$ cat src/rtl/fetch_sequencer.sv
// Instruction-fetch control FSM: boots the PC, steps it, applies branch redirects,
// holds under stall (deferring branches), and stops on HALT opcode or watchdog.
module fetch_sequencer #(
    parameter logic [5:0]  HALT_OPCODE = 6'h3F,
    parameter int unsigned MAX_FETCH   = 1024,
    parameter int unsigned CNT_W       = 16
) (
    input  logic             clk,
    input  logic             reset_n,
    input  logic             start,
    input  logic             stall,
    input  logic             branch_taken,
    input  logic [15:0]      branch_offset,
    input  logic [31:0]      instruction,
    output logic             PC_WE,
    output logic             PC_reset,
    output logic             PC_Src,
    output logic [15:0]      offset,
    output logic             instr_valid,
    output logic             halted,
    output logic             timeout,
    output logic [CNT_W-1:0] fetch_count
);

    typedef enum logic [2:0] {
        S_IDLE  = 3'd0,
        S_INIT  = 3'd1,
        S_RUN   = 3'd2,
        S_STALL = 3'd3,
        S_HALT  = 3'd4
    } state_t;

    state_t             r_state;
    logic               r_pend_v;
    logic [15:0]        r_pend_off;
    logic [CNT_W-1:0]   r_fetch_count;
    logic               r_timeout;

    state_t             w_state_nxt;
    logic               w_pend_v_nxt;
    logic [15:0]        w_pend_off_nxt;
    logic [CNT_W-1:0]   w_cnt_nxt;
    logic               w_timeout_nxt;
    logic [CNT_W-1:0]   w_cnt_inc;
    logic               w_cnt_limit;
    logic               w_is_halt;

    // Only the opcode field is inspected.
    logic w_unused;
    assign w_unused = &{1'b0, instruction[25:0]};

    assign w_cnt_inc   = r_fetch_count + CNT_W'(1);
    assign w_cnt_limit = (w_cnt_inc == CNT_W'(MAX_FETCH));
    assign w_is_halt   = (instruction[31:26] == HALT_OPCODE);

    assign fetch_count = r_fetch_count;
    assign timeout     = r_timeout;

    // Next-state and same-cycle control outputs for the fetch stage.
    always_comb begin
        w_state_nxt    = r_state;
        w_pend_v_nxt   = r_pend_v;
        w_pend_off_nxt = r_pend_off;
        w_cnt_nxt      = r_fetch_count;
        w_timeout_nxt  = r_timeout;
        PC_WE          = 1'b0;
        PC_reset       = 1'b0;
        PC_Src         = 1'b0;
        offset         = 16'h0000;
        instr_valid    = 1'b0;
        halted         = 1'b0;

        case (r_state)
            S_IDLE: begin
                if (start) w_state_nxt = S_INIT;
            end
            S_INIT: begin
                PC_reset      = 1'b1;
                w_cnt_nxt     = '0;
                w_timeout_nxt = 1'b0;
                w_pend_v_nxt  = 1'b0;
                w_state_nxt   = S_RUN;
            end
            S_RUN: begin
                instr_valid = 1'b1;
                if (w_is_halt) begin
                    w_state_nxt = S_HALT;
                end else if (stall) begin
                    w_state_nxt = S_STALL;
                    if (branch_taken) begin
                        w_pend_v_nxt   = 1'b1;
                        w_pend_off_nxt = branch_offset;
                    end
                end else begin
                    PC_WE     = 1'b1;
                    PC_Src    = branch_taken;
                    offset    = branch_taken ? branch_offset : 16'h0000;
                    w_cnt_nxt = w_cnt_inc;
                    if (w_cnt_limit) begin
                        w_state_nxt   = S_HALT;
                        w_timeout_nxt = 1'b1;
                    end
                end
            end
            S_STALL: begin
                if (stall) begin
                    // Newest branch seen during the stall wins.
                    if (branch_taken) begin
                        w_pend_v_nxt   = 1'b1;
                        w_pend_off_nxt = branch_offset;
                    end
                end else begin
                    PC_WE        = 1'b1;
                    PC_Src       = r_pend_v;
                    offset       = r_pend_v ? r_pend_off : 16'h0000;
                    w_pend_v_nxt = 1'b0;
                    w_cnt_nxt    = w_cnt_inc;
                    if (w_cnt_limit) begin
                        w_state_nxt   = S_HALT;
                        w_timeout_nxt = 1'b1;
                    end else begin
                        w_state_nxt = S_RUN;
                    end
                end
            end
            S_HALT: begin
                halted = 1'b1;
                if (start) w_state_nxt = S_INIT;
            end
            default: begin
                w_state_nxt = S_IDLE;
            end
        endcase
    end

    always_ff @(posedge clk or negedge reset_n) begin
        if (!reset_n) begin
            r_state       <= S_IDLE;
            r_pend_v      <= 1'b0;
            r_pend_off    <= 16'h0000;
            r_fetch_count <= '0;
            r_timeout     <= 1'b0;
        end else begin
            r_state       <= w_state_nxt;
            r_pend_v      <= w_pend_v_nxt;
            r_pend_off    <= w_pend_off_nxt;
            r_fetch_count <= w_cnt_nxt;
            r_timeout     <= w_timeout_nxt;
        end
    end

endmodule

$ cat config.mk
export PLATFORM = sky130hd
export DESIGN_NAME = fetch_sequencer
export DESIGN_NICKNAME = d
export VERILOG_FILES = /design/src/rtl/fetch_sequencer.sv
export SDC_FILE = /design/constraint.sdc
export NUM_CORES = 1
export LEC_CHECK = 0
export CORE_MARGIN = 2
export CORE_UTILIZATION = 40
export CTS_BUF_LIST = sky130_fd_sc_hd__clkbuf_4
export CTS_CLUSTER_DIAMETER = 200
export DETAILED_ROUTE_END_ITERATION = 12
export GPL_TIMING_DRIVEN = 0
export PLACE_DENSITY = 0.78
export SETUP_SLACK_MARGIN = 0.2
export SLEW_MARGIN = 20
export SYNTH_ARGS = -nofsm -noshare
export SYNTH_HDL_FRONTEND = slang
export SYNTH_SLANG_ARGS = --single-unit
$ cat constraint.sdc
create_clock -name clk -period 1.95 [get_ports clk]
set_input_delay 0.39 -clock clk [delete_from_list [all_inputs] [get_ports clk]]
set_output_delay 0.39 -clock clk [all_outputs]
set_load 0.02 [all_outputs]
# Yosys cells after proc, flatten, opt, wreduce, memory -nomap -nowiden
# Index checks and enable logic that the tools add are counted.
# totals
reg_bits,37
input_bits,53
word_cells,64
latchBits,0
out_inout_bits,38
ram_bits,0
memories,0
rom_bits,0
# classes
n_lt_le_gt_ge,0
n_div,0
n_addsub,1
shift,0
n_eq_ne,11
bitwise,0
mux,39
multipliers,0
n_reduce_logical,8
# op_table
cell,n
2-to-1 mux 16 bit,10
case mux 16 bit (2 select lines),2
case mux 16 bit (3 select lines),1
2-to-1 mux 3 bit,6
adder 16 x 1 -> 16 bit (second input constant),1
== test 16 x 11 -> 1 bit (second input constant),1
2-to-1 mux 1 bit,15
case mux 3 bit (4 select lines),1
== test 3 x 2 -> 1 bit (second input constant),2
== test 6 bit (second input constant),1
!= test 2 bit (second input constant),3
case mux 1 bit (3 select lines),2
AND reduction 3 bit,2
!= test 4 bit (second input constant),1
case mux 1 bit (2 select lines),2
AND reduction 2 bit,2
== test 3 x 1 -> 1 bit (second input constant),1
== test 3 bit (second input constant),1
logical NOT 3 bit,1
nonzero test 3 bit,1
!= test 2 x 1 -> 1 bit (second input constant),1
nonzero test 2 bit,1
OR reduction 2 bit,1

# Logic depth before layout (Yosys ltp)
# Gate-level depths: netlist of run 1.
# depth
depth_word,6
ltp_mapped,9
mapped_depth_nobuf,6

# Worst setup path after synthesis of run 1
# Ideal clock, no wire load.
# synth_timing
path_kind,register to register
from,reg r_fetch_count[0] (netlist: fetch_count[0])
to,reg r_state[1]
setup_slack_ns,-0.247
required_time_ns,1.826
arrival_time_ns,2.073
setup_time_ns,0.124
stages_incl_launch_ff,7
path_cell_list,dfrtp_1 > ha_1 > and4_4 > nand2_1 > xnor2_1 > or4_4 > o31a_1
# synth_between
elab_chain_cells,5
elab_cells_between_ends,7
# synth_lines
element,line_no,text
start: declaration,36,logic [CNT_W-1:0] r_fetch_count;
start signal: assignment,147,r_fetch_count <= w_cnt_nxt;
adder 16 x 1 -> 16 bit (*),52,assign w_cnt_inc = r_fetch_count + CNT_W'(1);
== test 16 x 11 -> 1 bit (*),53,assign w_cnt_limit = (w_cnt_inc == CNT_W'(MAX_FETCH));
2-to-1 mux 3 bit,118,if (w_cnt_limit) begin
2-to-1 mux 3 bit,106,if (stall) begin
case mux 3 bit (4 select lines),73,case (r_state)
end signal: assignment,144,r_state <= w_state_nxt;
end: declaration,33,state_t r_state;
# Mark *: on every way between the ends. The rest lies on a longest branch, timed or not. The select of a mux whose other input is x is not followed.
# A chain may end at the register's enable or synchronous reset.

# Final worst setup path of run 1
# layout_timing
from,reg r_state[2]
to,out PC_WE
# layout_between
elab_chain_cells,2
elab_cells_between_ends,3
# layout_lines
element,line_no,text
== test 3 x 2 -> 1 bit,73,
case mux 1 bit (2 select lines) (*),73,
end: declaration,15,"output logic PC_WE,"
# Mark *: on every way between the ends. The rest lies on a longest branch, timed or not.

==> metrics.md, run 1 <==
| Metric | Value |
|---|---|
| Global placer's final weighted congestion | `0.858` |
| Ports | `91` |
| Net Sw Frac | `0.330` |
| Seq/Total Area, Yosys | `0.411` |
| CP startpoint | `r_state[2]` |
| Cell Int Power | `1.65 mW` |
| Status | `complete, but fails checks` |
| EDFF count, synth | `0` |
| Clk buf depth | `2` |
| Crit path capture type | `output pin` |
| Max stage delay cell, worst path | `dfrtp_1` |
| Post-route cell area | `3900 sq um` |
| Drt first pass iters | `4` |
| Final WL | `7.23 mm` |
| Total GRT Usage | `0.218` |
| Vias | `2304` |
| FF-to-FF Start | `r_state[2]` |
| Critical Path RT | `1.56 ns` |
| CP max FO | `3` |
| Final Cycle Share | `1.21` |
| Slew Viols, Final | `0` |
| Met1 usage | `0.261` |
| RSZ-0062 raised after global routing | `true` |
| Nets | `394` |
| H-tree levels | `2` |
| Area of the core | `5470 sq um` |
| DRC Markers | `0` |
| Worst-Skew Late Latency | `0.36 ns` |
| Number of cells after detailed placement | `364` |
| Met2 Track Usage GR | `0.375` |
| Total Power | `2.46 mW` |
| Diode count | `0` |
| Period minus WS final | `2.37 ns` |
| Global route hottest layer | `met2` |
| Top_reg_cell synth | `dfrtp_1` |
| TritonCTS clock tree | `yes` |
| Synth Cell Area | `2250 sq um` |
| Pwr/cell area | `631 nW/um^2` |
| R2R depth | `13` |
| Critical Path Most Common Cell | `buf_6` |
| Min setup slack post-route | `-0.419 ns` |
| Reg clk slew, reported paths | `0.13 ns` |
| Remaining Overflow, GRT | `0` |
| Worst path arrival time | `1.98 ns` |
| Clk sinks | `37` |
| Crit path to | `PC_WE` |
| Leak | `1.88 nW` |
| Worst-path cell chain | `and2b_4 > nand2_8 > buf_4 > buf_6 > or2_1 > buf_6 > inv_8 > buf_8 > buf_6` |
| Post-synthesis register bit count | `37` |
| Area growth, synth to finish | `73.1%` |
| Fill cells | `401` |
| Via/cell ratio | `5.59` |
| RR Endpoint | `fetch_count[7]` |
| Ys Warns | `0` |
| Final hold vios | `0` |
| Worst VDD drop | `0.600 mV` |
| Final antenna-violating net count | `0` |
| Seq pwr share | `0.384` |
| Share of layout cells above drive strength 1 | `0.488` |
| Die X | `79.0 microns` |
| Final setup viols | `37` |
| Asr flop ratio synth | `1.00` |
| Hold WS | `0.432 ns` |
| Row count | `27` |
| Max Cap Violations | `0` |
| Hpwl dp | `4.01 mm` |
| Clk root buf | `clkbuf_4` |
| Die footprint | `6240 sq um` |
| Number of global-route vias before repair | `2244` |
| Most common cell after layout, fill and taps aside | `buf_6` |
| Die Y | `79.0 microns` |
| Finished Core Util | `0.712` |
| Critical Path Start Type | `flop` |
| CP max stage delay | `0.40 ns` |
| Initial core utilization | `0.411` |
| Slew HR | `0.721` |
| Actual slew at the worst max-slew pin | `0.416 ns` |
| Hold crit path type | `input port to async pin` |
| Power share of the combinational group | `0.394` |
| Peak Freq | `422 MHz` |
| Fin cells | `412` |
| Skew final | `0.0126 ns` |
| Psw | `0.811 mW` |
| Reg-to-reg slack, setup | `-0.13 ns` |
| Violated checks | `setup timing` |
| Most frequent cells in the layout | `buf_6, dfrtp_1, buf_4` |
| Cells after synthesis | `227` |
| DP Area | `3130 sq um` |
| Grt met3 use | `0.0432` |
| Initial antenna violation count | `0` |
| First-iteration detailed-routing DRC count | `94` |
| Mean Syn Cell Area | `9.92 sq um` |
| First-pass GRT wire length | `10.6 mm` |
| Setup TNS Final | `-6.63 ns` |
| Unique masters post-synth | `48` |
| Port Buf Inserts | `64` |
| WS Path Type | `flop to output pin` |
| Setup WS pre-CTS | `-1.12 ns` |
| Largest net degree at the start of global routing | `27` |
| Clock network fraction of total power | `0.223` |
| CTS Buf Count | `5` |
| Syn Nets | `282` |
| WL/cell | `17.6 microns` |
routing by layer:
layer | wire [microns] | vias to the layer above
met3 | 380 | 15
met1 | 2910 | 1136
met2 | 3810 | 91
met4 | 133 | 0
li1 | - | 1062
met5 | 0 | -
state kept, by name, summed over array words and instances, names as in the netlist:
register and flops:
fetch_count 16, r_pend_off 16, r_state 3, r_pend_v 1, timeout 1
critical path: cells and delay by family, from the launching register on:
kind | cells | cell delay [ns]
simple gates | 3 | 0.59
buf+inv | 6 | 0.65
flops | 1 | 0.40
worst min path at each step:
stage	cells past startpoint	startpoint	slack, ns	endpoint
floorplan	0	reset_n	0.09	fetch_count[0]
global placement	1	r_pend_off[1]	0.49	r_pend_off[1]
detailed placement	1	reset_n	0.30	r_pend_off[6]
finish	2	reset_n	0.43	fetch_count[4]
CTS	2	reset_n	0.43	fetch_count[4]
global route	2	reset_n	0.45	fetch_count[4]
logic make-up after synthesis:
family / Yosys count / synth area share
DFF: 37 / 0.411
and+or+nand+nor: 85 / 0.216
muxes: 19 / 0.110
buffers and inverters: 19 / 0.0511
xor gates and xnor gates: 5 / 0.0195
AOI/OAI and AO/OA: 60 / 0.181
adders and majority gates: 2 / 0.0111
synth_stat cells (2+ instances only):
cell      instances  area share
a21o_1            4       0.013
a21oi_1           9       0.020
a22o_1           17       0.066
a22oi_1           2      0.0067
a31oi_1           2      0.0056
and3_1            2      0.0056
buf_2             2      0.0044
buf_4             5       0.017
buf_6             3       0.015
clkbuf_1          2      0.0033
dfrtp_1          37        0.41
ha_1              2       0.011
inv_1             6       0.010
mux2_2            6       0.030
mux2_4           10       0.067
mux2i_1           3       0.013
nand2_1          19       0.032
nand3_1           7       0.016
nand4_1           6       0.017
nor2_1           13       0.022
nor3_1           11       0.024
nor4_1            2      0.0056
o21ai_0          19       0.042
o31ai_1           3       0.010
or2_2             3      0.0083
or3_1             7       0.019
xnor2_1           4       0.016
area by class of cell:
class,instances,area (sq um),share of cell area
multi-input combinational,171,1590,0.409
timing repair buffer,105,1030,0.266
sequential,37,932,0.239
buffer,12,134,0.0344
tap,72,90.1,0.0231
clock inverter,3,41.3,0.0106
clock buffer,5,37.5,0.00963
inverter,7,33.8,0.00867
power by group through the flow:
stage	clock [mW]	combinational [mW]	sequential, mW
after floorplan	0	0.412	0.993
after global placement	0	0.700	0.965
after detailed placement	0	0.710	0.971
after CTS	0.561	0.855	0.941
after global routing	0.592	1.03	0.956
final	0.547	0.967	0.943
repair_timing:
item,4_1_cts,5_1_grt
setup buffers,25,12
cloned,1,1
hold endpoints to repair,11,0
gates resized for setup,178,58
setup endpoints to repair,70,57
hold buffers,1,0
pin swaps,15,12
Note: power is estimated with default switching activity, not from simulation.
==> inputs of run 2 (changes only) <==
- REMOVE_ABC_BUFFERS: not set -> 1
==> metrics.md, run 2 (same netlist as run 1, synthesis figures left out) <==
| Metric | Value |
|---|---|
| Crit path capture type | `output pin` |
| Hold crit path type | `input port to async pin` |
| Share of layout cells above drive strength 1 | `0.452` |
| CP max stage delay | `0.40 ns` |
| First-iteration detailed-routing DRC count | `119` |
| Area growth, synth to finish | `64.5%` |
| Status | `complete, but fails checks` |
| Leak | `1.72 nW` |
| Cell Int Power | `1.62 mW` |
| Final antenna-violating net count | `0` |
| Port Buf Inserts | `64` |
| Number of global-route vias before repair | `2131` |
| Row count | `27` |
| Period minus WS final | `2.32 ns` |
| Peak Freq | `432 MHz` |
| CP max FO | `6` |
| Area of the core | `5470 sq um` |
| Nets | `390` |
| Setup WS pre-CTS | `-1.36 ns` |
| Skew final | `0.0194 ns` |
| Largest delay share family, worst path | `simple AND/OR/NAND/NOR gates` |
| DP Area | `2910 sq um` |
| Net Sw Frac | `0.322` |
| H-tree levels | `2` |
| Clk root buf | `clkbuf_4` |
| Diode count | `0` |
| Clock network fraction of total power | `0.231` |
| Violated checks | `setup timing` |
| Post-route cell area | `3700 sq um` |
| TritonCTS clock tree | `yes` |
| Psw | `0.769 mW` |
| Global placer's final weighted congestion | `0.849` |
| Worst-Skew Late Latency | `0.35 ns` |
| Hpwl dp | `3.73 mm` |
| Final hold vios | `0` |
| Initial antenna violation count | `0` |
| Die X | `79.0 microns` |
| Max stage delay cell, worst path | `dfrtp_1` |
| Final setup viols | `36` |
| Worst path arrival time | `1.93 ns` |
| Worst VDD drop | `0.465 mV` |
| Worst-path cell chain | `and2b_4 > nand2_8 > nor4b_4 > buf_4 > a22o_1 > buf_6` |
| Seq pwr share | `0.404` |
| Die footprint | `6240 sq um` |
| Clk sinks | `37` |
| Slew Viols, Final | `0` |
| Drt first pass iters | `5` |
| Initial core utilization | `0.411` |
| Total GRT Usage | `0.224` |
| Die Y | `79.0 microns` |
| DRC Markers | `0` |
| WS Path Type | `flop to output pin` |
| Critical Path Start Type | `flop` |
| Remaining Overflow, GRT | `0` |
| Bufs and invs on worst path | `2` |
| Power share of the combinational group | `0.365` |
| WL/cell | `18.3 microns` |
| Max Cap Violations | `0` |
| CTS Buf Count | `5` |
| Min setup slack post-route | `-0.366 ns` |
| Via/cell ratio | `5.70` |
| Reg clk slew, reported paths | `0.13 ns` |
| Actual slew at the worst max-slew pin | `0.490 ns` |
| Hold WS | `0.418 ns` |
| Final Cycle Share | `1.19` |
| Most frequent cells in the layout | `buf_4, buf_6, dfrtp_1` |
| Reg-to-reg slack, setup | `-0.11 ns` |
| First-pass GRT wire length | `11.0 mm` |
| Fill cells | `414` |
| Clk buf depth | `2` |
| Pwr/cell area | `645 nW/um^2` |
| Ports | `91` |
| Largest net degree at the start of global routing | `31` |
| Multi-input gate area | `1430 sq um` |
| Slew HR | `0.671` |
| Sequential standard cell area | `943 sq um` |
| Final WL | `7.46 mm` |
| RSZ-0062 raised after global routing | `true` |
| Critical Path RT | `1.56 ns` |
| Vias | `2326` |
run 2: cell types whose count changed in the layout (fill, tap and decap cells not counted), sizes merged:
cell,delta
dlygate4sd2,+3
clkinvlp,-1
dlymetal6s2s,-3
or3b,+1
buf,-6
clkdlybuf4s50,+1
clkbuf,+1
run 2: power groups by stage:
stage                     Combinational, mW  Sequential (mW)  Clock [mW]
after floorplan                       0.320            0.990           0
after global placement                0.595            0.968           0
after detailed placement              0.609            0.973           0
after CTS                             0.781            0.952       0.552
after global routing                  0.929            0.973       0.585
final                                 0.872            0.964       0.552
run 2: path summary, 6_finish.rpt:
path,end,startpoint,cells past startpoint
worst min-delay path,fetch_count[4],reset_n,2
max in group asynchronous,fetch_count[11],reset_n,3
worst max-delay path,offset[3],r_state[2],6
min in group clk,r_state[0],stall,3
worst min register to register,r_pend_off[15],r_pend_off[15],1
worst max register to register,r_pend_off[12],r_state[2],8
run 2: final cells by class:
cell class | instances | area share
timing repair buffer | 112 | 0.303
sequential | 37 | 0.255
tap | 72 | 0.0243
multi-input combinational | 172 | 0.387
clock buffer | 6 | 0.0122
clock inverter | 2 | 0.00912
inverter | 7 | 0.00912
run 2: what timing repair did:
| item | in CTS | in global routing |
|---|---|---|
| setup buffers | 33 | 10 |
| endpoints found under the hold margin | 7 | 0 |
| pin swaps | 35 | 23 |
| gates cloned | 2 | 2 |
| hold buffers | 1 | 0 |
| gates resized for setup | 187 | 50 |
| endpoints found under the setup margin | 72 | 48 |
run 2: stage by stage:
stage          power, mW  cells  setup TNS, ns   util
4_1_cts             2.28    396          -6.74  0.629
2_1_floorplan       1.31    215          -3.82      -
6_report            2.39    408          -7.15  0.677
3_3_place_gp        1.56    351         -66.33  0.529
5_1_grt             2.49    408          -8.81  0.677
3_5_place_dp        1.58    352         -45.13  0.532
run 2: layer usage:
layer	GRT usage	share of wire	wire, microns	up-vias
met3	0.0511	0.077	571	31
met2	0.390	0.50	3700	128
li1	-	-	-	1049
met4	0.0534	0.036	268	0
met5	0	0	0	-
met1	0.283	0.39	2930	1118
run 2: worst reg2reg max path, stage by stage (launching register included):
cell     delay, ns
dfrtp_1       0.40
and2b_4       0.30
buf_4         0.12
buf_6         0.08
buf_6         0.08
buf_6         0.10
nand2_4       0.06
or3b_4        0.48
mux2_4        0.33
==> inputs of run 3 (changes only) <==
- CTS_CLUSTER_DIAMETER: 200 -> 60
==> results of run 3 <==
The final DEF is identical to that of run 2; final timing and power are the same.
